### src/rtl/hack_boot_loader_if.sv
// Byte-stream receive side and instruction-memory write side of the Hack boot loader.
interface hack_boot_loader_if #(
  parameter int unsigned ADDR_W = 15
);
  logic [7:0]        i_RX_DATA;
  logic              i_RX_VALID;
  logic              i_BOOT_REQ;
  logic              o_ROM_WE;
  logic [ADDR_W-1:0] o_ROM_ADDR;
  logic [15:0]       o_ROM_DATA;
  logic              o_CPU_RESET_n;
  logic              o_BUSY;
  logic              o_ERROR;

  modport master (
    output i_RX_DATA, i_RX_VALID, i_BOOT_REQ,
    input  o_ROM_WE, o_ROM_ADDR, o_ROM_DATA, o_CPU_RESET_n, o_BUSY, o_ERROR
  );

  modport slave (
    input  i_RX_DATA, i_RX_VALID, i_BOOT_REQ,
    output o_ROM_WE, o_ROM_ADDR, o_ROM_DATA, o_CPU_RESET_n, o_BUSY, o_ERROR
  );
endinterface

### src/rtl/hack_boot_loader.sv
// Boot sequencer: loads a length-prefixed 16-bit program image from a byte stream
// into instruction memory while holding the CPU in reset, then releases it.
module hack_boot_loader #(
  parameter int unsigned ADDR_W      = 15,
  parameter int unsigned TIMEOUT_CYC = 5000000
) (
  input logic               i_CLK,
  input logic               i_RESET_n,
  hack_boot_loader_if.slave bus
);

  localparam int unsigned CNT_W = ADDR_W + 1;
  localparam int unsigned TMR_W = $clog2(TIMEOUT_CYC + 1);

  typedef enum logic [2:0] {
    LEN_HI,
    LEN_LO,
    WORD_HI,
    WORD_LO,
    RUN,
    ERR
  } state_t;

  state_t            state, next_state;
  logic [7:0]        hi_byte;
  logic [15:0]       len;
  logic [CNT_W-1:0]  idx;
  logic [TMR_W-1:0]  timer;
  logic              rom_we;
  logic [ADDR_W-1:0] rom_addr;
  logic [15:0]       rom_data;
  logic              cpu_reset_n;

  logic [15:0] len_word;
  logic        too_long;
  logic        last_word;
  logic        waiting;
  logic        timeout;

  assign len_word  = {hi_byte, bus.i_RX_DATA};
  assign too_long  = 32'(len_word) > (32'd1 << ADDR_W);
  assign last_word = (32'(idx) + 32'd1) == 32'(len);
  assign waiting   = (state == LEN_LO) || (state == WORD_HI) || (state == WORD_LO);
  // ERR is entered on the same edge at which the idle timer reaches TIMEOUT_CYC.
  assign timeout   = waiting && !bus.i_RX_VALID && (timer == TMR_W'(TIMEOUT_CYC - 1));

  always_ff @(posedge i_CLK or negedge i_RESET_n) begin
    if (!i_RESET_n) state <= LEN_HI;
    else            state <= next_state;
  end

  always_comb begin
    next_state = state;
    if (bus.i_BOOT_REQ) begin
      next_state = LEN_HI;
    end else begin
      case (state)
        LEN_HI:  if (bus.i_RX_VALID) next_state = LEN_LO;
        LEN_LO: begin
          if (bus.i_RX_VALID) begin
            if (len_word == '0)  next_state = RUN;
            else if (too_long)   next_state = ERR;
            else                 next_state = WORD_HI;
          end else if (timeout) begin
            next_state = ERR;
          end
        end
        WORD_HI: begin
          if (bus.i_RX_VALID)  next_state = WORD_LO;
          else if (timeout)    next_state = ERR;
        end
        WORD_LO: begin
          if (bus.i_RX_VALID)  next_state = last_word ? RUN : WORD_HI;
          else if (timeout)    next_state = ERR;
        end
        default: next_state = state;
      endcase
    end
  end

  always_ff @(posedge i_CLK or negedge i_RESET_n) begin
    if (!i_RESET_n) begin
      hi_byte     <= '0;
      len         <= '0;
      idx         <= '0;
      timer       <= '0;
      rom_we      <= 1'b0;
      rom_addr    <= '0;
      rom_data    <= '0;
      cpu_reset_n <= 1'b0;
    end else begin
      rom_we      <= 1'b0;
      cpu_reset_n <= (next_state == RUN);

      if (bus.i_BOOT_REQ || bus.i_RX_VALID || !waiting) timer <= '0;
      else                                              timer <= timer + 1'b1;

      // A write launched by the previous WORD_LO byte is already on the bus,
      // so a boot request only has to rewind the loader.
      if (bus.i_BOOT_REQ) begin
        idx <= '0;
      end else if (bus.i_RX_VALID) begin
        case (state)
          LEN_HI:  hi_byte <= bus.i_RX_DATA;
          LEN_LO: begin
            len <= len_word;
            idx <= '0;
          end
          WORD_HI: hi_byte <= bus.i_RX_DATA;
          WORD_LO: begin
            rom_we   <= 1'b1;
            rom_data <= len_word;
            rom_addr <= idx[ADDR_W-1:0];
            idx      <= idx + 1'b1;
          end
          default: ;
        endcase
      end
    end
  end

  always_comb begin
    bus.o_ROM_WE      = rom_we;
    bus.o_ROM_ADDR    = rom_addr;
    bus.o_ROM_DATA    = rom_data;
    bus.o_CPU_RESET_n = cpu_reset_n;
    bus.o_BUSY        = waiting || (state == LEN_HI);
    bus.o_ERROR       = (state == ERR);
  end

endmodule

### src/flat_wrapper.sv
// flat-port wrapper written by rule: the top's interface ports become plain ports
module hack_boot_loader_flat 
#(
  parameter int unsigned ADDR_W      = 15,
  parameter int unsigned TIMEOUT_CYC = 5000000
)
  (i_CLK, i_RESET_n, bus_i_RX_DATA, bus_i_RX_VALID, bus_i_BOOT_REQ, bus_o_ROM_WE, bus_o_ROM_ADDR, bus_o_ROM_DATA, bus_o_CPU_RESET_n, bus_o_BUSY, bus_o_ERROR);
  hack_boot_loader_if #(.ADDR_W(ADDR_W)) bus_i ();
  input logic i_CLK;
  input logic i_RESET_n;
  input wire logic [$bits(bus_i.i_RX_DATA)-1:0] bus_i_RX_DATA;
  input wire logic [$bits(bus_i.i_RX_VALID)-1:0] bus_i_RX_VALID;
  input wire logic [$bits(bus_i.i_BOOT_REQ)-1:0] bus_i_BOOT_REQ;
  output wire logic [$bits(bus_i.o_ROM_WE)-1:0] bus_o_ROM_WE;
  output wire logic [$bits(bus_i.o_ROM_ADDR)-1:0] bus_o_ROM_ADDR;
  output wire logic [$bits(bus_i.o_ROM_DATA)-1:0] bus_o_ROM_DATA;
  output wire logic [$bits(bus_i.o_CPU_RESET_n)-1:0] bus_o_CPU_RESET_n;
  output wire logic [$bits(bus_i.o_BUSY)-1:0] bus_o_BUSY;
  output wire logic [$bits(bus_i.o_ERROR)-1:0] bus_o_ERROR;
  assign bus_i.i_RX_DATA = bus_i_RX_DATA;
  assign bus_i.i_RX_VALID = bus_i_RX_VALID;
  assign bus_i.i_BOOT_REQ = bus_i_BOOT_REQ;
  assign bus_o_ROM_WE = bus_i.o_ROM_WE;
  assign bus_o_ROM_ADDR = bus_i.o_ROM_ADDR;
  assign bus_o_ROM_DATA = bus_i.o_ROM_DATA;
  assign bus_o_CPU_RESET_n = bus_i.o_CPU_RESET_n;
  assign bus_o_BUSY = bus_i.o_BUSY;
  assign bus_o_ERROR = bus_i.o_ERROR;
  hack_boot_loader #(.ADDR_W(ADDR_W), .TIMEOUT_CYC(TIMEOUT_CYC)) u_core (.i_CLK(i_CLK), .i_RESET_n(i_RESET_n), .bus(bus_i));
endmodule
### config.mk
export PLATFORM = sky130hd
export DESIGN_NAME = hack_boot_loader_flat
export DESIGN_NICKNAME = d
export VERILOG_FILES = /design/src/rtl/hack_boot_loader_if.sv /design/src/rtl/hack_boot_loader.sv /design/src/flat_wrapper.sv
export SDC_FILE = /design/constraint.sdc
export NUM_CORES = 1
export LEC_CHECK = 0
export ABC_AREA = 1
export CORE_MARGIN = 3
export CORE_UTILIZATION = 35
export CTS_BUF_LIST = sky130_fd_sc_hd__clkbuf_8
export CTS_CLUSTER_SIZE = 14
export DETAILED_ROUTE_END_ITERATION = 6
export SETUP_SLACK_MARGIN = 0.15
export SYNTH_ARGS = -nofsm -noshare
export SYNTH_HDL_FRONTEND = slang
export SYNTH_SLANG_ARGS = --single-unit
### constraint.sdc
create_clock -name i_CLK -period 2.1 [get_ports i_CLK]
set_input_delay 0.315 -clock i_CLK [delete_from_list [all_inputs] [get_ports i_CLK]]
set_output_delay 0.315 -clock i_CLK [all_outputs]
set_load 0.02 [all_outputs]
==> summary.md <==
| Metric | Value |
|---|---|
| RR Startpoint | `u_core.idx[0]$_DFFE_PN0P_` |
| N_diodes | `0` |
| Slew @ Worst Pin | `0.478 ns` |
| Setup Slack @ Placement | `-0.0997 ns` |
| Setup ws final | `0.101 ns` |
| Crit path required time | `2.42 ns` |
| Worst VDD drop | `0.330 mV` |
| Crit path capture type | `flop` |
| Total number of vias | `4283` |
| Gp weighted congestion | `0.931` |
| H-tree depth | `3` |
| Avg Inst Size Synth | `7.83 um^2` |
| Initial Utilization | `0.361` |
| Setup TNS | `0 ns` |
| Antenna viol nets, final | `0` |
| Worst Hold Class | `primary input to asynchronous set/reset pin` |
| Most frequent cells in the layout | `nand2_1 (161), dfrtp_1 (97), inv_1 (77)` |
| Synthesized flop and latch total | `99` |
| Die area | `15200 um^2` |
| Synth Instances | `616` |
| Compound-cell area share of the yosys netlist | `0.119` |
| Non-filler instance count after layout | `880` |
| Layout cells sized above 1 | `0.145` |
| Core Box Area | `13300 um^2` |
| Lkg Pwr | `0.00281 uW` |
| Drt wl/cell | `13.4 um` |
| Initial antenna violation count | `0` |
| Gr usage total | `0.162` |
| Status | `complete, no violations` |
| Die W | `123 um` |
| CTS buffer count | `9` |
| Number of top-level pins | `47` |
| Worst-Skew Late Latency | `0.39 ns` |
| Minimum hold slack | `0.426 ns` |
| Drt drc | `0` |
| Worst setup path class | `flop to flop` |
| IO buf count | `46` |
| Max_slew headroom | `0.681` |
| XOR/XNOR Fraction of Synth Area | `0.00545` |
| Grt total ovfl | `0` |
| Sequential area share after synthesis | `0.514` |
| Synthesized cell area | `4820 um^2` |
| Max-slew violations | `0` |
| CP Data Arrival Time | `2.32 ns` |
| Final setup vio count | `0` |
| Max-cap violations | `0` |
| Detailed router's first-iteration violation count | `248` |
| Count of cell types in the netlist | `33` |
| Max Freq | `500 MHz` |
| Startpoint class of the critical path | `flop` |
| Core Util, Final | `0.457` |
| Clock root buffer master | `clkbuf_8` |
| DR vias/cell | `4.87` |
| Detailed Routing Iterations Pass 1 | `4` |
| Worst-path clk slew | `0.12 ns` |
| Main combinational cell family by area after synthesis | `simple AND/OR/NAND/NOR gates` |
| First-pass GRT wire length | `19400 um` |
| Largest net degree at the start of global routing | `42` |
| Max Buffers Root-to-Sink | `2` |
| CTS tree | `done` |
| Clk_skew | `0.0212 ns` |
| Synth warn | `0` |
| RSZ-0062 raised after global routing | `true` |
| Worst setup path startpoint | `u_core.idx[0]$_DFFE_PN0P_` |
| WL final | `11800 um` |
| Leading cell type in the layout, fill and taps excluded | `nand2_1` |
| Synth Area in Adders | `0.00519` |
| Syn nets | `630` |
| Simple-gate share of the synthesized area | `0.281` |
| Multiplexer share of the synthesized area | `0` |
| Critical Path Fanout Max | `8` |
| Final net count | `713` |
| Min Tclk post-route | `2.00 ns` |
| Final-report hold violation count | `0` |
| Post-DP HPWL | `8430 um` |
| Tcrit/Tclk final | `0.952` |
| CTS Sinks | `99` |
| Power density over the cells | `703 nW/um^2` |
| Die Height | `123 um` |
| Vias in the first global route | `4038` |
| FP Rows | `42` |
| Placed insts | `843` |
| Post-synthesis to final-layout area growth | `26.5%` |
worst paths after layout:
path / to / slack, ns / depth (start not counted)
min reg2reg: u_core.bus.o_ROM_ADDR[2]$_DFFE_PN0P_ / 0.49 / 2
min in group i_CLK: u_core.bus.o_ROM_ADDR[2]$_DFFE_PN0P_ / 0.49 / 2
max: u_core.bus.o_CPU_RESET_n$_DFF_PN0_ / 0.10 / 17
max in group asynchronous: u_core.timer[2]$_DFF_PN0_ / 0.98 / 3
min: u_core.bus.o_ROM_ADDR[14]$_DFFE_PN0P_ / 0.43 / 2
max reg2reg: u_core.bus.o_CPU_RESET_n$_DFF_PN0_ / 0.10 / 17
Yosys cell counts:
cell | instances | area share
nor3_2 | 3 | 0.0062
nand3b_1 | 5 | 0.0078
nor2_1 | 46 | 0.036
ha_1 | 2 | 0.0052
inv_1 | 80 | 0.062
o22ai_1 | 9 | 0.012
nor3_1 | 11 | 0.011
xnor2_1 | 1 | 0.0018
nand2_2 | 3 | 0.0039
o31ai_1 | 1 | 0.0016
o21ai_0 | 71 | 0.074
a31oi_1 | 1 | 0.0013
o21a_1 | 2 | 0.0031
nand4_1 | 12 | 0.016
nand2_1 | 168 | 0.13
nor2_2 | 3 | 0.0039
dfrtp_1 | 99 | 0.51
a211oi_1 | 1 | 0.0016
nand2_4 | 1 | 0.0023
a21oi_1 | 18 | 0.019
inv_2 | 1 | 0.00078
nor4_1 | 2 | 0.0026
o21ai_1 | 3 | 0.0031
nor2_4 | 4 | 0.0093
o21bai_1 | 2 | 0.0031
clkbuf_1 | 14 | 0.011
and2_1 | 1 | 0.0013
nand3_1 | 43 | 0.045
o211ai_1 | 1 | 0.0016
xor2_1 | 2 | 0.0036
and3_1 | 3 | 0.0039
clkinv_1 | 2 | 0.0016
or2_1 | 1 | 0.0013
flip-flops by register name, indices dropped and copies added, names as in the netlist:
register,count
u_core.len,16
u_core.hi_byte,8
u_core.bus.o_ROM_ADDR,15
u_core.timer,23
u_core.idx,16
u_core.bus.o_CPU_RESET_n,1
u_core.state,3
u_core.bus.o_ROM_WE,1
u_core.bus.o_ROM_DATA,16
kinds of logic (layout without fill, tap and decap cells):
logic type               count (synthesis)  count (layout)
AND/OR/NAND/NOR                        306             306
AO/OA/AOI/OAI                          109             109
adder cells (fa/ha/maj)                  2               2
XOR/XNOR                                 3               3
flip-flops                              99              99
buffers and inverters                   97             185
metal layers:
metal	vias to the layer above	global-route usage	share of wire
li1	2160	-	-
met1	2002	0.234	0.49
met2	104	0.242	0.45
met3	17	0.0380	0.052
met4	0	0.0505	0.015
met5	-	0	0
layout make-up:
| cell class | instances | area, um^2 |
|---|---|---|
| Clock inverter | 7 | 67.6 |
| Fill cell | 1342 | 7250 |
| Clock buffer | 9 | 124 |
| Sequential cell | 99 | 2480 |
| Multi-Input combinational cell | 420 | 2110 |
| Timing Repair Buffer | 86 | 782 |
| Tap cell | 176 | 220 |
| Inverter | 83 | 314 |
power breakdown:
group	total (uW)	switching, uW	internal [uW]
clock network	1230	763	465
logic	767	437	330
registers	2290	183	2110
total	4290	1380	2900
worst max-delay path: stages (launching register included):
cell and delay, ns:
dfrtp_1 0.42, buf_6 0.15, inv_4 0.04, nor2_4 0.22
nand2_4 0.09, nand2_1 0.09, nand3_1 0.08, nand2_1 0.11
nand2_1 0.06, inv_1 0.05, nand2_1 0.05, nor2_1 0.10
nand3_1 0.12, nand2_1 0.08, nand2_1 0.05, nand2_1 0.07
nand2_1 0.05, nor2_1 0.10
repair_timing:
| item | CTS | global route |
|---|---|---|
| resized for setup | 15 | 30 |
| hold buffers | 1 | 0 |
| pin swaps | 11 | 9 |
| endpoints found under the hold margin | 35 | 0 |
| setup buffers | 11 | 9 |
| setup endpoints to repair | 9 | 14 |
per-stage QoR:
| stage | total power (uW) | cell area [um^2] |
|---|---|---|
| 2_1_floorplan | 2740 | 4820 |
| 3_3_place_gp | 3070 | 5610 |
| 3_5_place_dp | 3090 | 5610 |
| 4_1_cts | 4320 | 5930 |
| 5_1_grt | 4570 | 6100 |
| 6_report | 4290 | 6100 |
(Power assumes the default switching activity.)
